## config.mk

```make
export PLATFORM = sky130hd
export DESIGN_NAME = wb_slot_router
export DESIGN_NICKNAME = d
export VERILOG_FILES = /design/src/rtl/wb_slot_router_pkg.sv /design/src/rtl/wb_slot_io_mux.sv /design/src/rtl/wb_slot_router.sv
export SDC_FILE = /design/constraint.sdc
export NUM_CORES = 1
export LEC_CHECK = 0
export CAP_MARGIN = 10
export CORE_AREA = 2 2 261 263
export CTS_BUF_LIST = sky130_fd_sc_hd__clkbuf_8 sky130_fd_sc_hd__clkbuf_16
export DETAILED_ROUTE_END_ITERATION = 7
export DIE_AREA = 0 0 263 265
export GPL_ROUTABILITY_DRIVEN = 0
export HOLD_SLACK_MARGIN = 0.08
export MAX_ROUTING_LAYER = met4
export PLACE_DENSITY = 0.45
export SKIP_LAST_GASP = 1
export SLEW_MARGIN = 20
export SYNTH_ARGS = -nofsm -noshare
export SYNTH_HDL_FRONTEND = slang
export SYNTH_HIERARCHICAL = 1
export SYNTH_SLANG_ARGS = --single-unit
```

## constraint.sdc

```tcl
create_clock -name wb_clk_i -period 2.7 [get_ports wb_clk_i]
set_clock_uncertainty 0.15 [all_clocks]
set_input_delay 0.81 -clock wb_clk_i [delete_from_list [all_inputs] [get_ports wb_clk_i]]
set_output_delay 0.81 -clock wb_clk_i [all_outputs]
set_load 0.005 [all_outputs]
```

## src/rtl/wb_slot_router_pkg.sv

```systemverilog
// wb_slot_router_pkg: shared constants for the slot router.
//   - FSM state type and encodings
//   - CSR word offsets inside the CSR window
//   - forced-ack data pattern and ID magic
package wb_slot_router_pkg;

    typedef logic [1:0] state_t;

    localparam state_t ST_IDLE = 2'd0;
    localparam state_t ST_FWD  = 2'd1;
    localparam state_t ST_RESP = 2'd2;

    localparam logic [7:0] CSR_IO_OWNER = 8'h00;
    localparam logic [7:0] CSR_STATUS   = 8'h04;
    localparam logic [7:0] CSR_ID       = 8'h08;

    localparam logic [31:0] DEAD_BEEF = 32'hDEAD_BEEF;
    localparam logic [15:0] ID_MAGIC  = 16'h5752;

endpackage

```

## src/rtl/wb_slot_io_mux.sv

```systemverilog
// wb_slot_io_mux: GPIO ownership mux.
//   owner          - slot index that drives the pads
//   slot_io_out_i  - per-slot pad outputs, slot s in [s*IO_PADS +: IO_PADS]
//   slot_io_oeb_i  - per-slot pad output-enables (active low)
//   io_out/io_oeb  - pad outputs; an owner outside the slot range parks
//                    every pad as an input
module wb_slot_io_mux #(
    parameter int N_SLOTS = 4,
    parameter int IO_PADS = 38
) (
    input  logic [3:0]                 owner,
    input  logic [N_SLOTS*IO_PADS-1:0] slot_io_out_i,
    input  logic [N_SLOTS*IO_PADS-1:0] slot_io_oeb_i,
    output logic [IO_PADS-1:0]         io_out,
    output logic [IO_PADS-1:0]         io_oeb
);

    logic [N_SLOTS-1:0][IO_PADS-1:0] out_v;
    logic [N_SLOTS-1:0][IO_PADS-1:0] oeb_v;

    assign out_v = slot_io_out_i;
    assign oeb_v = slot_io_oeb_i;

    always_comb begin
        io_out = '0;
        io_oeb = '1;
        for (int s = 0; s < N_SLOTS; s++) begin
            if (owner == 4'(s)) begin
                io_out = out_v[s];
                io_oeb = oeb_v[s];
            end
        end
    end

endmodule

```

## src/rtl/wb_slot_router.sv

```systemverilog
// wb_slot_router: management Wishbone slave fanned out to N_SLOTS user cores.
//   wb_clk_i/wb_rst_ni        - clock, async active-low reset
//   wbs_*                     - management Wishbone slave (registered ack/data)
//   slot_cyc_o/slot_stb_o     - one-hot per-slot cycle/strobe
//   slot_we/sel/adr/dat_o     - shared registered request fields
//   slot_dat_i/slot_ack_i     - per-slot read data and ack
//   slot_io_*_i, io_out/oeb   - GPIO pads driven by the IO_OWNER slot
// Address bits [SLOT_AW +: 4] pick the slot; index N_SLOTS is the CSR window,
// anything above is unmapped (reads 0, writes dropped, still acked).
module wb_slot_router
    import wb_slot_router_pkg::*;
#(
    parameter int N_SLOTS = 4,
    parameter int SLOT_AW = 8,
    parameter int TIMEOUT = 255,
    parameter int IO_PADS = 38
) (
    input  logic                       wb_clk_i,
    input  logic                       wb_rst_ni,
    input  logic                       wbs_cyc_i,
    input  logic                       wbs_stb_i,
    input  logic                       wbs_we_i,
    input  logic [3:0]                 wbs_sel_i,
    input  logic [31:0]                wbs_adr_i,
    input  logic [31:0]                wbs_dat_i,
    output logic                       wbs_ack_o,
    output logic [31:0]                wbs_dat_o,
    output logic [N_SLOTS-1:0]         slot_cyc_o,
    output logic [N_SLOTS-1:0]         slot_stb_o,
    output logic                       slot_we_o,
    output logic [3:0]                 slot_sel_o,
    output logic [SLOT_AW-1:0]         slot_adr_o,
    output logic [31:0]                slot_dat_o,
    input  logic [N_SLOTS*32-1:0]      slot_dat_i,
    input  logic [N_SLOTS-1:0]         slot_ack_i,
    input  logic [N_SLOTS*IO_PADS-1:0] slot_io_out_i,
    input  logic [N_SLOTS*IO_PADS-1:0] slot_io_oeb_i,
    output logic [IO_PADS-1:0]         io_out,
    output logic [IO_PADS-1:0]         io_oeb
);

    state_t                   state;
    logic [15:0]              cnt;
    logic [3:0]               cur_idx;
    logic [3:0]               io_owner;
    logic                     st_to;
    logic [3:0]               st_slot;

    logic [3:0]               idx;
    logic [SLOT_AW-1:0]       off;
    logic                     acc;
    logic                     is_slot;
    logic                     is_csr;
    logic [31:0]              csr_rdat;
    logic                     cur_ack;
    logic [31:0]              cur_rdat;
    logic [N_SLOTS-1:0][31:0] sdat;
    logic                     unused_adr;

    // The SoC already decoded the user window; upper bits carry no meaning here.
    assign unused_adr = ^wbs_adr_i[31:SLOT_AW+4];

    assign sdat    = slot_dat_i;
    assign idx     = wbs_adr_i[SLOT_AW +: 4];
    assign off     = {wbs_adr_i[SLOT_AW-1:2], 2'b00};
    assign acc     = (state == ST_IDLE) && wbs_cyc_i && wbs_stb_i;
    assign is_slot = idx < 4'(N_SLOTS);
    assign is_csr  = idx == 4'(N_SLOTS);

    always_comb begin
        csr_rdat = '0;
        if (is_csr) begin
            case (off)
                SLOT_AW'(CSR_IO_OWNER): csr_rdat = {28'd0, io_owner};
                SLOT_AW'(CSR_STATUS):   csr_rdat = {20'd0, st_slot, 7'd0, st_to};
                SLOT_AW'(CSR_ID):       csr_rdat = {ID_MAGIC, 8'(N_SLOTS), 8'(TIMEOUT >> 8)};
                default:                csr_rdat = '0;
            endcase
        end
    end

    // Only the addressed slot's ack/data matter; other slots' acks are ignored.
    always_comb begin
        cur_ack  = 1'b0;
        cur_rdat = '0;
        for (int s = 0; s < N_SLOTS; s++) begin
            if (cur_idx == 4'(s)) begin
                cur_ack  = slot_ack_i[s];
                cur_rdat = sdat[s];
            end
        end
    end

    always_ff @(posedge wb_clk_i or negedge wb_rst_ni) begin
        if (!wb_rst_ni) begin
            state      <= ST_IDLE;
            cnt        <= '0;
            cur_idx    <= '0;
            io_owner   <= '0;
            st_to      <= 1'b0;
            st_slot    <= '0;
            wbs_ack_o  <= 1'b0;
            wbs_dat_o  <= '0;
            slot_cyc_o <= '0;
            slot_stb_o <= '0;
            slot_we_o  <= 1'b0;
            slot_sel_o <= '0;
            slot_adr_o <= '0;
            slot_dat_o <= '0;
        end else begin
            case (state)
                ST_IDLE: begin
                    if (acc) begin
                        cur_idx <= idx;
                        cnt     <= '0;
                        if (is_slot) begin
                            state      <= ST_FWD;
                            slot_cyc_o <= N_SLOTS'(1) << idx;
                            slot_stb_o <= N_SLOTS'(1) << idx;
                            slot_we_o  <= wbs_we_i;
                            slot_sel_o <= wbs_sel_i;
                            slot_adr_o <= wbs_adr_i[SLOT_AW-1:0];
                            slot_dat_o <= wbs_dat_i;
                        end else begin
                            // CSR and unmapped accesses complete without a slot phase.
                            state     <= ST_RESP;
                            wbs_ack_o <= 1'b1;
                            wbs_dat_o <= csr_rdat;
                            if (is_csr && wbs_we_i && wbs_sel_i[0]) begin
                                if (off == SLOT_AW'(CSR_IO_OWNER))
                                    io_owner <= wbs_dat_i[3:0];
                                if (off == SLOT_AW'(CSR_STATUS) && wbs_dat_i[0])
                                    st_to <= 1'b0;
                            end
                        end
                    end
                end
                ST_FWD: begin
                    cnt <= cnt + 16'd1;
                    if (!wbs_cyc_i) begin
                        // Master abort: no ack for a cycle the master gave up on.
                        state      <= ST_IDLE;
                        slot_cyc_o <= '0;
                        slot_stb_o <= '0;
                    end else if (cur_ack) begin
                        // Checked before the timeout so a last-cycle ack still counts.
                        state      <= ST_RESP;
                        wbs_ack_o  <= 1'b1;
                        wbs_dat_o  <= cur_rdat;
                        slot_cyc_o <= '0;
                        slot_stb_o <= '0;
                    end else if (cnt == 16'(TIMEOUT)) begin
                        state      <= ST_RESP;
                        wbs_ack_o  <= 1'b1;
                        wbs_dat_o  <= DEAD_BEEF;
                        st_to      <= 1'b1;
                        st_slot    <= cur_idx;
                        slot_cyc_o <= '0;
                        slot_stb_o <= '0;
                    end
                end
                ST_RESP: begin
                    // A strobe still held here belongs to the finished access.
                    wbs_ack_o <= 1'b0;
                    state     <= ST_IDLE;
                end
                default: state <= ST_IDLE;
            endcase
        end
    end

    wb_slot_io_mux #(
        .N_SLOTS (N_SLOTS),
        .IO_PADS (IO_PADS)
    ) u_io_mux (
        .owner         (io_owner),
        .slot_io_out_i (slot_io_out_i),
        .slot_io_oeb_i (slot_io_oeb_i),
        .io_out        (io_out),
        .io_oeb        (io_oeb)
    );

endmodule
```

After elaboration in Yosys (flattened, before gate mapping)

Index checks and enable logic that the tools add are counted.

Register bits: 113
Input port bits: 509
Output and inout bits: 162
Word-level logic and storage cells: 112

Add/subtract/negate cells: 1
$lt $le $gt $ge: 1
Eq/ne operators: 22
Shift operators: 1
Muxes and demuxes: 51
Bitwise operators: 2
Reduce and logical (&&, ||, !) cells: 21

Operator list:

| kind                    | number |
|---|---|
| $mux W32                | 10 |
| $mux W38                | 8 |
| $pmux W31 S3            | 1 |
| $pmux W32 S2            | 1 |
| $pmux W16 S2            | 1 |
| $mux W4                 | 5 |
| $add A16 B1 Y16 const B | 1 |
| $eq A16 B8 Y1 const B   | 1 |
| $eq A4 B2 Y1 const B    | 4 |
| $mux W16                | 1 |
| $mux W1                 | 15 |
| $reduce_and A5 Y1       | 3 |
| $ne A2 B2 Y1 const B    | 6 |
| $mux W2                 | 5 |
| $eq A4 B1 Y1 const B    | 2 |
| $logic_not A4 Y1        | 2 |
| $logic_not A8 Y1        | 1 |
| $pmux W4 S2             | 1 |
| $reduce_and A4 Y1       | 2 |
| $reduce_and A8 Y1       | 1 |
| $eq A6 B1 Y1 const B    | 1 |
| $eq A6 B2 Y1 const B    | 1 |
| $reduce_and A2 Y1       | 3 |
| $logic_and A1 B1 Y1     | 5 |
| 16 further kinds        | 18 |

Longest topological paths before layout

Gate-level depths: netlist of the first run.

Word-level depth: 8
Mapped depth: 8
Gate-level depth less buffers: 6

Hierarchy

The synthesis of the first run kept the hierarchy.

Modules (own cells, without submodules):

| module         | times used | cells each | area each (um^2) | sequential area each (um^2) |
|---|---|---|---|---|
| wb_slot_router | 1          | 512        | 5710.5           | 2827.7 |
| wb_slot_io_mux | 1          | 265        | 2299.7           | 0.0 |

Worst setup path before layout of the first run

No wires, ideal clock.

Path kind: input -> register
Start point: input wbs_adr_i[5]
End point: register io_owner[0]
Library setup time: 128 ps
Arrival time: 2014 ps
Required time: 2422 ps
Slack: 408 ps
Stages: 5
Path buffers: 0
Path through: nor4_1 -> nand2_1 -> nor3_2 -> nand4_2 -> mux2_1

Longest elaborated chain between the ends: 2

RTL lines:

| element                     | RTL line              | RTL |
|---|---|---|
| start, declared             | wb_slot_router.sv:24  | `input logic [31:0] wbs_adr_i,` |
| $logic_not A8 Y1            | wb_slot_router.sv:130 | `if (off == SLOT_AW'(CSR_IO_OWNER))` |
| $reduce_and A5 Y1 (no line) | n/a                   |  |
| end signal, assigned        | wb_slot_router.sv:131 | `io_owner <= wbs_dat_i[3:0];` |
| end, declared               | wb_slot_router.sv:45  | `logic [3:0] io_owner;` |

No other way between the ends.
A chain may end at the register's enable or synchronous reset.

Worst setup path in the final report of the first run

Start point: register io_owner[0]
End point: output io_out[10]

Longest elaborated chain between the ends: 5
Elaborated cells between the ends (all ways): 8
Classes of those cells: 3 x eq/ne; 4 x mux; 1 x reduce/logical

RTL lines:

| element               | RTL line             | RTL |
|---|---|---|
| $logic_not A4 Y1      | wb_slot_io_mux.sv:28 | `if (owner == 4'(s)) begin` |
| $mux W38 (3 in a row) | wb_slot_io_mux.sv:28 |  |
| $mux W38 *            | wb_slot_io_mux.sv:28 |  |
| end, declared         | wb_slot_router.sv:38 | `output logic [IO_PADS-1:0] io_out,` |

Mark *: on every way between the ends. The rest lies on a longest branch, timed or not.

==> results of run 1 <==
==> worst min-delay path by stage <==
stage,to,cells after the start
2_1_floorplan,st_to$_DFFE_PN0P_,1
3_3_place_gp,wbs_dat_o[9]$_DFFE_PN0P_,2
3_5_place_dp,wbs_dat_o[11]$_DFFE_PN0P_,2
4_1_cts,wbs_dat_o[6]$_DFFE_PN0P_,1
5_1_grt,wbs_dat_o[7]$_DFFE_PN0P_,1
6_report,wbs_dat_o[7]$_DFFE_PN0P_,1
==> through the flow <==
step,setup slack [ps],setup TNS (ps)
5_1_grt,-387.5,-22140
6_report,-311.0,-16160
2_1_floorplan,408.4,0
3_3_place_gp,-852.1,-39780
4_1_cts,-340.2,-20240
3_5_place_dp,-835.1,-40260
==> power groups by stage <==
stage / combinational [mW] / clock [mW] / sequential [mW]
2_1_floorplan: 1.01 / 0 / 2.30
3_3_place_gp: 3.17 / 0 / 2.31
3_5_place_dp: 3.18 / 0 / 2.32
4_1_cts: 3.20 / 2.60 / 2.30
5_1_grt: 3.42 / 2.67 / 2.34
6_report: 3.19 / 2.50 / 2.29
==> placed cells by master (no fill, tap or decap), drive strengths merged, types with 9 or more instances in the layout <==
cell	Yosys	routed
nor2	23	23
mux2i	171	171
nand3	10	10
buf	55	250
o22ai	40	40
a22oi	38	38
o21ai	53	53
inv	5	10
clkbuf	12	19
dfrtp	113	113
clkdlybuf4s50	0	573
diode	0	19
a221oi	9	9
nand2	70	70
a21oi	14	14
mux2	59	59
o31ai	14	14
mux4	16	16
==> registers in the layout, indices dropped and copies added (netlist names) <==
name,flops
st_to,1
wbs_dat_o,32
slot_stb_o,4
state,2
cur_idx,4
slot_dat_o,32
slot_adr_o,8
wbs_ack_o,1
slot_we_o,1
slot_sel_o,4
io_owner,4
st_slot,4
cnt,16
==> synthesized netlist by cell type (all sizes together) (9+ instances only) <==
master,instances
nand2,70
o31ai,14
nor2,23
buf,55
mux4,16
nand3,10
o21ai,53
o22ai,40
a21oi,14
mux2,59
clkbuf,12
a221oi,9
dfrtp,113
mux2i,171
a22oi,38
==> kinds of logic after synthesis <==
| family | synth area share (%) |
|---|---|
| DFF | 35.30 |
| AOI/OAI and AO/OA | 16.04 |
| xor gates and xnor gates | 0.2187 |
| adders and majority gates | 0.1562 |
| and+or+nand+nor | 9.060 |
| buffers and inverters | 5.061 |
| muxes | 34.16 |
==> layer usage <==
metal  share of wire (%)  vias to the layer above  track usage, %
li1                    -                     4573               -
met1                  37                     4816           17.56
met2                  53                      397           30.48
met3                 7.4                       84           5.323
met4                 2.8                        0           5.313
met5                   0                        -               -
==> cell type report <==
type | count | area [um2]
antenna | 19 | 47.55
tap | 873 | 1092
timing repair buffer | 828 | 8272
fill | 7052 | 48420
sequential | 113 | 2838
clock buffer | 18 | 439.2
multi-input combinational | 594 | 5470
inverter | 5 | 18.77
clock inverter | 14 | 200.2
==> what timing repair did <==
item                                    CTS  global route
resized for setup                       424           102
endpoints found under the setup margin   81            79
cloned                                   12             2
endpoints found under the hold margin     0             0
buffers inserted                         55            17
pin swaps                                61            25
==> impl_metrics.csv, run 1 <==
group,metric,value,unit
run_status,outcome,"finished, violations left",
run_status,failed_checks,"negative setup slack",
clocking,cts_root_buffer,"clkbuf_16",
power,ir_drop,0.0003003,V
place,dp_cells,2341,
global_route,grt_pass1_vias,10330,
timing,slew_violations,0,
global_route,grt_usage,16.94,%
synth,syn_inst,777,
synth,synth.avg_cell_area,10.31,um2
floorplan,fp.dieArea,69700,um2
floorplan,ioPinCount,671,
synth,yosysWarnings,6,
worst_setup_path,startpoint_type,"flip-flop",
drt,via_per_inst,4.006,
place,io_buffers,650,
power,power_frac_seq,28.7,%
power,p_switching,2.432,mW
worst_setup_path,path_class,"flip-flop to output pin",
timing,fmax,332.1,MHz
clocking,clock_sinks,113,
final_layout,fin_nets,2069,
power,p_leak,6.948,nW
place,dpl-instance-area,16190,um2
clocking,clk_pin_slew,60,ps
clocking,cts_inserted_buffers,17,
timing,hold_violations,0,
timing,slew_headroom,56.75,%
timing,worst_slew_pin_slew,646.4,ps
synth,syn_nets,1287,
floorplan,start_util,11.99,%
synth,yosysSeqAreaShare,35.30,%
worst_setup_path,rr_startpoint,"cur_idx[0]$_DFFE_PN0P_",
synth,synth.area.top_cells,"dfrtp_1, mux2i_1, mux2_1, mux4_2, a22oi_1",
clocking,cts_buffer_depth,2,
run,max_cap_viol_count,0,
power,pwr-share-comb,40.0,%
floorplan,die_w,263,um
final_layout,instances_no_fill,2464,
floorplan,rows,95,
worst_setup_path,cp_slowest_cell,"dfrtp_2",
global_route,grt-ovfl-total,0,
synth,synth-async-reset-ratio,100.0,%
worst_setup_path,crit_start,"io_owner[0]$_DFFE_PN0P_",
power,powerDensity,434.3,nW/um2
hold_path,hp-class,"input port to async pin",
synth,yosysTopAreaCellShare,35.30,%
clocking,holdBufCountCts,0,
synth,ys.flop_type,"dfrtp_1",
worst_setup_path,path_cells,"or3_4 -> buf_6 -> buf_4 -> o22ai_2 -> buf_4",
worst_setup_path,r2r_slack,310,ps
timing,setup_viol_count_final,76,
worst_setup_path,required,1740,ps
global_route,grt_first_pass_wirelength,80.83,mm
worst_setup_path,critical_path_depth,5,
drt,drc,0,
clocking,clk_latency,430,ps
worst_setup_path,critPathTopFamily,"buffers and inverters",
drt,wl,59.74,mm
timing,period_minus_slack,3011,ps
timing,hold_slack,144.7,ps
timing,post-route-period-util,111.5,%
drt,vias,9870,
global_route,grt_max_degree,46,
synth,synthesis.area,8010,um2
synth,ys_seq_elements,113,
power,totalPowerFinal,7.982,mW
clocking,cts_tree,"done",
worst_setup_path,crit_top_cell,"buf_4",
worst_setup_path,setup.worst_path.end,"io_out[10]",
floorplan,core_area,66800,um2
final_layout,final_area,18380,um2
worst_setup_path,cp-end-kind,"output pin",
drt,firstDrtPassIters,4,
worst_setup_path,critPathMaxFanout,6,
place,dpl.hpwl,47.15,mm
synth,yosysTopAreaCell,"dfrtp_1",
worst_setup_path,r2r-end,"wbs_dat_o[6]$_DFFE_PN0P_",
synth,synthDistinctLibCells,58,
worst_setup_path,r2r_cells,5,
floorplan,die_h,265,um
drt,wl_per_cell,24.24,um
power,clockPowerShare,31.4,%
global_route,antenna_found_initial,35,
synth,synth_edf_count,0,
worst_setup_path,crit_buf_inv,3,
worst_setup_path,critPathArrivalTime,2050,ps
final_layout,post-route-util,27.51,%
drt,initialDrtViolationCount,379,
power,internal-power,5.551,mW
drt,detail-route-antenna-nets,0,
timing,setup_ws,-311.0,ps
timing,rsz0062_at_grt,"true",
worst_setup_path,crit_path_max_incr_delay,480,ps
final_layout,syn_to_final_growth,129.4,%
clocking,htree_num_levels,4,
power,swShare,30.46,%
final_layout,layout-drive-gt1-share,27.29,%
Power figures use the tool's default switching activity.
==> inputs of run 2 (changes only) <==
Settings changed: ABC_CLOCK_PERIOD_IN_PS set to 2700.
==> results of run 2 <==
Final layout, timing and power as in run 1 (identical DEF).
==> inputs of run 3 (changes only) <==
Settings changed: SLEW_MARGIN 20 to unset.
==> results of run 3 <==
Final layout, timing and power as in run 1 (identical DEF).
